[config.mk]
export PLATFORM = sky130hd
export DESIGN_NAME = arb_mux_n
export DESIGN_NICKNAME = d
export VERILOG_FILES = /design/src/rtl/arb_mux_n.sv
export SDC_FILE = /design/constraint.sdc
export NUM_CORES = 1
export LEC_CHECK = 0
export CAP_MARGIN = 0
export CORE_ASPECT_RATIO = 1.1
export CORE_UTILIZATION = 30
export CTS_CLUSTER_SIZE = 24
export DETAILED_ROUTE_END_ITERATION = 7
export GPL_TIMING_DRIVEN = 0
export PLACE_DENSITY = 0.72
export SYNTH_ARGS = -nofsm -noshare
export SYNTH_HDL_FRONTEND = slang
export SYNTH_SLANG_ARGS = --single-unit
[constraint.sdc]
create_clock -name clk_i -period 3 [get_ports clk_i]
set_clock_uncertainty 0.1 [all_clocks]
set_input_delay 0.3 -clock clk_i [delete_from_list [all_inputs] [get_ports clk_i]]
set_output_delay 0.3 -clock clk_i [all_outputs]
set_load 0.005 [all_outputs]
[src/rtl/arb_mux_n.sv]
// arb_mux_n: N-way WIDTH-bit valid/ready merge with round-robin or fixed-priority arbitration.
// Latency: one cycle, from an input transfer to out_valid with that word; 1 word/cycle throughput.
// Backpressure: while the output holds a word and out_ready_i=0, in_ready_o is all zero and the output is frozen.
//
// Ports:
//   clk_i        clock, rising edge
//   rst_ni       asynchronous active-low reset
//   in_valid_i   [N]        channel i offers word i
//   in_ready_o   [N]        channel i word accepted this cycle (one-hot or zero)
//   in_data_i    [N*WIDTH]  channel i word at [i*WIDTH +: WIDTH]
//   out_valid_o             output register holds a word
//   out_ready_i             consumer takes the output word this cycle
//   out_data_o   [WIDTH]    registered selected word
//   out_sel_o    [SEL_W]    index of the channel that supplied out_data_o
module arb_mux_n #(
  parameter int WIDTH = 32,
  parameter int N     = 4,
  parameter bit RR    = 1'b1
) (
  input  logic                             clk_i,
  input  logic                             rst_ni,
  input  logic [N-1:0]                     in_valid_i,
  output logic [N-1:0]                     in_ready_o,
  input  logic [N*WIDTH-1:0]               in_data_i,
  output logic                             out_valid_o,
  input  logic                             out_ready_i,
  output logic [WIDTH-1:0]                 out_data_o,
  output logic [((N > 1) ? $clog2(N) : 1)-1:0] out_sel_o
);

  localparam int SEL_W = (N > 1) ? $clog2(N) : 1;

  logic             out_valid_q, out_valid_d;
  logic [WIDTH-1:0] out_data_q,  out_data_d;
  logic [SEL_W-1:0] out_sel_q,   out_sel_d;
  logic [SEL_W-1:0] ptr_q,       ptr_d;

  logic             load;
  logic [N-1:0]     gnt;
  logic             gnt_any;
  logic [SEL_W-1:0] gnt_idx;
  logic [SEL_W-1:0] cand;
  logic [WIDTH-1:0] sel_dat;

  // Channel examined k-th in a round-robin search starting just after p.
  // p+1+k never exceeds 2N-1, so one wrap subtraction is enough.
  function automatic logic [SEL_W-1:0] rr_idx(input logic [SEL_W-1:0] p, input int k);
    int t;
    t = int'(p) + 1 + k;
    if (t >= N) t = t - N;
    return t[SEL_W-1:0];
  endfunction

  // Stage can take a new word when empty or when its current word leaves this cycle.
  assign load = ~out_valid_q | out_ready_i;

  always_comb begin
    gnt_any = 1'b0;
    gnt_idx = '0;
    cand    = '0;
    gnt     = '0;
    for (int k = 0; k < N; k++) begin
      cand = RR ? rr_idx(ptr_q, k) : SEL_W'(k);
      if (load && !gnt_any && in_valid_i[cand]) begin
        gnt_any = 1'b1;
        gnt_idx = cand;
      end
    end
    if (gnt_any) gnt[gnt_idx] = 1'b1;
  end

  assign in_ready_o = gnt;

  // AND-OR select driven by the one-hot grant.
  always_comb begin
    sel_dat = '0;
    for (int i = 0; i < N; i++) begin
      if (gnt[i]) sel_dat = sel_dat | in_data_i[i*WIDTH +: WIDTH];
    end
  end

  always_comb begin
    out_valid_d = out_valid_q;
    out_data_d  = out_data_q;
    out_sel_d   = out_sel_q;
    ptr_d       = ptr_q;
    if (load) begin
      out_valid_d = gnt_any;
      // Without a transfer the data/sel registers keep their last values.
      if (gnt_any) begin
        out_data_d = sel_dat;
        out_sel_d  = gnt_idx;
        ptr_d      = gnt_idx;
      end
    end
  end

  always_ff @(posedge clk_i or negedge rst_ni) begin
    if (!rst_ni) begin
      out_valid_q <= 1'b0;
      out_data_q  <= '0;
      out_sel_q   <= '0;
      // Pointer at the last channel so channel 0 wins first after reset.
      ptr_q       <= SEL_W'(N - 1);
    end else begin
      out_valid_q <= out_valid_d;
      out_data_q  <= out_data_d;
      out_sel_q   <= out_sel_d;
      ptr_q       <= ptr_d;
    end
  end

  assign out_valid_o = out_valid_q;
  assign out_data_o  = out_data_q;
  assign out_sel_o   = out_sel_q;

endmodule
==> results by group, run 1 <==
Outcome
  • Status: completed

Setup path
  • R2R setup slack: 0.31 ns
  • CP peak stage delay: 0.50 ns
  • Setup crit start: ptr_q[1]
  • CP Launch Type: flop
  • CP Cell Sequence: buf_6 > or3b_1 > a21o_1 > a311oi_2 > buf_6 > nor2b_2 > clkdlybuf4s50_1
  • Worst R2R Path Depth: 10
  • CP endpoint kind: primary output
  • R2R Path Start: ptr_q[1]
  • FF-to-FF End: out_data_o[10]
  • CP max-delay cell: clkdlybuf4s50_1
  • Critical path's most frequent cell: buf_6
  • CP Max Fanout: 11
  • CP Data Arrival Time: 2.49 ns
  • Data required, critical path: 2.60 ns
  • Worst Setup Path Type: flop to primary output
  • CP endpoint: in_ready_o[3]

STA
  • Final number of max-transition violations: 0
  • Rel. slew slack: 43.9%
  • Period utilization: 96.5%
  • Fmax: 345 MHz
  • Worst slew pin tran: 0.841 ns
  • RSZ-0062 raised after global routing: no
  • Min Tclk post-route: 2.89 ns
  • Worst hold slack: 0.0155 ns
  • Final setup vio count: 0
  • Final hold vios: 0

Synthesis
  • Sequential fraction of the synthesis area: 37.4%
  • Ys async rst share: 100%
  • Yosys reg bits: 37
  • Syn_nets: 365
  • Cells after synthesis: 230
  • Ys flop type: dfrtp_1
  • Most numerous cell in the Yosys netlist: mux2i_1
  • Largest area contributor in the netlist: dfrtp_1
  • Syn_area_per_cell: 10.8 sq um
  • Synth cell count leaders: mux2i_1 (65), nand2_1 (38), dfrtp_1 (35)
  • Number of synthesized flops with an enable pin: 0
  • YS warnings: 0
  • Area contributors post-synth: dfrtp_1 (35%), mux2i_1 (26%), o221ai_1 (11%)
  • Top-area cell type share of the netlist area: 35.2%
  • Synthesized cell area: 0.00248 sq mm
  • Synth unique cells: 33

Detailed routing
  • First-pass iteration count of the detailed router: 4
  • Routed via count: 2,589
  • Post-DRT Antenna Nets: 0
  • Vias per cell: 4.96
  • DRC: 0
  • DRT iter0 DRCs: 72
  • WL/cell: 16.2 microns
  • Final WL: 8450 microns

GRT
  • Initial antenna violation count: 0
  • Global Route Usage Sum: 19.8%
  • Vias in the first global route: 2,693
  • Grt ovf: 0
  • First-pass GRT wire length: 13,200 microns
  • Largest net degree at the start of global routing: 38

Finish
  • Area grow syn2layout: 80.4%
  • Ant. Diodes: 0
  • Share of cells above drive strength 1: 8.94%
  • Fill count: 720
  • Core Util, Final: 56.3%
  • Footprint of the multi-input gates: 0.00135 sq mm
  • # nets final: 548
  • Register area: 928 sq um
  • Cell Count, Final, Fillers Out: 522

Clock network
  • CTS tree: built
  • Clk buf depth: 2
  • H-Tree Depth: 2
  • Root Buffer: clkbuf_8
  • Clk slew on worst S/H paths: 0.07 ns
  • CTS Hold Bufs: 0
  • Worst-Skew Late Latency: 0.28 ns
  • CTS Buf Count: 5
  • CTS Sinks: 37

Placement
  • Placer Congestion: 0.815
  • IO buf count: 171
  • Detail Placement HPWL: 6530 microns
  • Placed Cells: 509

Die
  • Die area: 0.00865 sq mm
  • Chip width: 88.8 microns
  • Die height: 97.5 microns
  • Core area: 0.00796 sq mm
  • Ports: 174
  • Core Rows: 34
  • Initial Util: 31.2%

Flow run
  • Max-Cap Viols: 0

Hold path
  • Tightest Hold Check Type: primary input to asynchronous set/reset pin

Power
  • Pwr per Cell Area: 622 mW/mm^2
  • Worst ir drop on vdd: 0.245 mV
  • Leak pwr: 1.79 nW
## flip-flops by register name, indices dropped and copies added (netlist names)
name         flops
ptr_q            2
out_valid_o      1
out_data_o      32
out_sel_o        2
## critical path: cells and delay by family, from the launching register on
kind                   cells  cell delay [ns]
AO/OA/AOI/OAI              2             0.48
flip-flops                 1             0.37
AND/OR/NAND/NOR            2             0.53
buffers and inverters      3             0.83
## where the power goes
| group | leakage [nW] | internal (mW) | switching (mW) |
|---|---|---|---|
| logic | 1.32 | 0.990 | 0.634 |
| clock network | 0.0395 | 0.165 | 0.173 |
| registers | 0.437 | 0.711 | 0.112 |
## routing by layer
layer	part of all wire, %	global-route usage (%)
met1	38	22.3
met2	53	36.2
met3	8.3	5.01
met4	1.1	4.96
met5	0	0
## cell type report
class | count | share of cell area, %
Sequential cell | 37 | 20.7
Clock buffer | 8 | 1.79
Tap cell | 108 | 3.02
Multi-Input combinational cell | 169 | 30.2
Buffer | 21 | 4.86
Timing Repair Buffer | 178 | 39.3
Inverter | 1 | 0.0838
## cells in the final DEF, fill, tap and decap left out, types with 2 or more instances in the layout
master           Yosys  final
buf_2                6      4
clkdlybuf4s50_1      0    167
nand3b_1             2      2
clkbuf_8             0      5
a211o_1              2      2
o221ai_1            32     32
dfrtp_1             35     35
dfstp_2              2      2
mux2i_1             65     64
nor2_1               3      3
nand2_1             38     38
clkbuf_1             8     10
buf_4                0      7
buf_6                3      5
or3_1                2      2
a21o_1               4      4
buf_12               6      6
dlymetal6s2s_1       0      2
a21oi_1              2      2
## cell families (layout without fill, tap and decap cells)
| kind of cell | after synthesis | after routing | share of synthesized area (%) |
|---|---|---|---|
| multiplexers | 67 | 67 | 27.7 |
| buffers and inverters | 24 | 208 | 8.76 |
| AO/OA/AOI/OAI | 44 | 44 | 15.1 |
| AND/OR/NAND/NOR | 58 | 58 | 11.1 |
| flip-flops | 37 | 37 | 37.4 |
## how the worst min path moves through the flow
stage | to | depth (start not counted)
floorplan | out_data_o[0] | 0
global placement | out_sel_o[1] | 1
detailed placement | out_data_o[5] | 1
CTS | out_data_o[5] | 1
global route | out_data_o[5] | 1
finish | out_data_o[5] | 1
## timing repair
| item | 4_1_cts | 5_1_grt |
|---|---|---|
| buffers inserted | 2 | 5 |
| gates resized for setup | 7 | 7 |
| endpoints found under the setup margin | 4 | 3 |
| pin swaps | 2 | 3 |
## through the flow
stage,worst slack [ns],total power [mW],cell area (sq um),TNS [ns]
after floorplan,0.854,1.62,2480,0
after global routing,0.0387,2.97,4480,0
after detailed placement,-0.190,2.42,4330,-0.539
final,0.105,2.79,4480,0
after CTS,0.0186,2.79,4440,0
after global placement,-0.187,2.39,4330,-0.474
Power figures use the tool's default switching activity.
==> run 2: changes to the inputs <==
SLEW_MARGIN = 10   (was unset)
==> run 2 against run 1 <==
Against the previous run:
- first-iteration DRC count increased by 54%
- routed wire length rose by 0.96%
- flip-flop and latch count unchanged
- maximum frequency is 1.6% lower
- highest routed layer unchanged
==> results by group, run 2 (synthesis results as in run 1) <==
Setup path
  • Data required, critical path: 2.60 ns (about the same)
  • Worst Setup Path Type: flop to primary output (unchanged)
  • Worst R2R Path Depth: 10 (unchanged)
  • CP Launch Type: flop (unchanged)
  • CP endpoint kind: primary output (unchanged)
  • CP Data Arrival Time: 2.54 ns (was 2.49 ns)
  • CP Max Fanout: 10 (was 11)

Clock network
  • Worst-Skew Late Latency: 0.27 ns (was 0.28 ns)
  • CTS tree: built (unchanged)
  • Clk buf depth: 2 (unchanged)
  • CTS Buf Count: 5 (unchanged)
  • H-Tree Depth: 2 (unchanged)
  • Root Buffer: clkbuf_8 (unchanged)
  • Clk slew on worst S/H paths: 0.07 ns (about the same)
  • CTS Sinks: 37 (unchanged)

Detailed routing
  • WL/cell: 16.3 microns (was 16.2 microns)
  • Final WL: 8530 microns (was 8450 microns)
  • Post-DRT Antenna Nets: 0 (unchanged)
  • DRC: 0 (unchanged)
  • Routed via count: 2,569 (was 2,589)
  • First-pass iteration count of the detailed router: 4 (unchanged)
  • Vias per cell: 4.92 (was 4.96)
  • DRT iter0 DRCs: 111 (was 72)

Die
  • Core Rows: 34 (unchanged)
  • Initial Util: 31.2% (unchanged)
  • Chip width: 88.8 microns (unchanged)
  • Die height: 97.5 microns (unchanged)
  • Die area: 0.00865 sq mm (unchanged)
  • Core area: 0.00796 sq mm (unchanged)
  • Ports: 174 (unchanged)

Placement
  • Post-Place Worst Slack: -0.198 ns (was -0.190 ns)
  • Placed Cells: 510 (was 509)
  • Placed inst area: 0.00435 sq mm (was 0.00433 sq mm)
  • Placer Congestion: 0.815 (unchanged)
  • IO buf count: 171 (unchanged)
  • Detail Placement HPWL: 6650 microns (was 6530 microns)

Finish
  • Most common cell after layout, fill and taps aside: clkdlybuf4s50_1 (unchanged)
  • Share of cells above drive strength 1: 8.70% (was 8.94%)
  • Commonest non-fill, non-tap cells in the layout: clkdlybuf4s50_1 (168), mux2i_1 (65), nand2_1 (38), dfrtp_1 (35), o221ai_1 (32) (was clkdlybuf4s50_1 (167), mux2i_1 (64), nand2_1 (38), dfrtp_1 (35), o221ai_1 (32))
  • Largest register FFs: 32 (unchanged)
  • Cell Count, Final, Fillers Out: 522 (unchanged)
  • # nets final: 548 (unchanged)
  • Ant. Diodes: 0 (unchanged)
  • Area grow syn2layout: 82.1% (was 80.4%)
  • Core Util, Final: 56.9% (was 56.3%)
  • Final instance area: 0.00453 sq mm (was 0.00448 sq mm)

GRT
  • First-pass GRT wire length: 13,400 microns (was 13,200 microns)
  • Initial antenna violation count: 0 (unchanged)
  • Largest net degree at the start of global routing: 21 (was 38)
  • Global Route Usage Sum: 20.2% (was 19.8%)
  • Vias in the first global route: 2,672 (was 2,693)
  • Grt ovf: 0 (unchanged)

Outcome
  • Status: completed (unchanged)

Hold path
  • Hold path depth: 1
  • Tightest Hold Check Type: flop to flop (was primary input to asynchronous set/reset pin)

STA
  • Worst slew pin tran: 0.532 ns (was 0.841 ns)
  • Final setup vio count: 0 (unchanged)
  • Setup TNS: 0 ns (unchanged)
  • Rel. slew slack: 64.5% (was 43.9%)
  • Fmax: 340 MHz (was 345 MHz)
  • RSZ-0062 raised after global routing: yes (was no)
  • Final hold vios: 0 (unchanged)
  • Period utilization: 98.1% (was 96.5%)
  • Worst hold slack: 0.381 ns (was 0.0155 ns)
  • Min Tclk post-route: 2.94 ns (was 2.89 ns)
  • Final number of max-transition violations: 0 (unchanged)
  • Worst setup margin: 0.0576 ns (was 0.105 ns)

Power
  • Worst ir drop on vdd: 0.209 mV (was 0.245 mV)
  • Leak pwr: 1.80 nW (was 1.79 nW)
  • Pwr per Cell Area: 625 mW/mm^2 (was 622 mW/mm^2)
  • Power, Total: 2.83 mW (was 2.79 mW)

Flow run
  • Max-Cap Viols: 0 (unchanged)
-- run 2: cell types whose count changed in the layout (fill, tap and decap cells not counted), sizes merged --
cell           change
dlymetal6s2s       -1
buf                -2
dlygate4sd3        +1
clkinv             +1
clkdlybuf4s50      +1
-- run 2: worst paths after layout --
path                         startpoint              to  slack (ns)
max in group asynchronous        rst_ni  out_data_o[20]        1.93
max reg2reg                    ptr_q[0]   out_data_o[0]        0.44
min                        out_sel_o[1]    out_sel_o[1]        0.38
min reg2reg                out_sel_o[1]    out_sel_o[1]        0.38
max                            ptr_q[0]   in_ready_o[1]        0.06
min in group asynchronous        rst_ni   out_data_o[4]        0.42
-- run 2: critical path, stage by stage (launching register included) --
cell and delay (ns):
dfstp_2 0.55, buf_6 0.14, mux2i_1 0.23, a32oi_2 0.08, nand4bb_1 0.21, and2_1 0.19, buf_6 0.14, buf_6 0.14
nor2_1 0.08, clkdlybuf4s50_1 0.50
-- run 2: area by class of cell --
class | count | area [sq um]
fillers | 726 | 3430
repair buffers | 176 | 1770
multi-input cells | 169 | 1350
flip-flops and latches | 37 | 928
plain buffers | 23 | 238
well taps | 108 | 135
clock buffers | 7 | 96.3
clock inverters | 1 | 5.00
inverters | 1 | 3.75
-- run 2: timing repair --
item | 4_1_cts | 5_1_grt
setup buffers | 2 | 1
hold buffers | 1 | 0
setup endpoints to repair | 4 | 4
endpoints found under the hold margin | 15 | 0
pin swaps | 1 | 0
gates resized for setup | 8 | 4
-- run 2: where the power goes --
part / switching [mW] / internal (mW) / total, mW
logic: 0.632 / 0.983 / 1.62
clock network: 0.179 / 0.208 / 0.387
registers: 0.114 / 0.711 / 0.825
total: 0.925 / 1.90 / 2.83
-- run 2: metal layers --
layer	GRT usage [%]	wire length (microns)	part of all wire, %	vias up
li1	-	-	-	1237
met1	22.8	3230	38	1221
met2	37.3	4550	53	109
met3	6.03	730	8.6	2
met4	2.98	30	0.35	0
met5	0	0	0	-
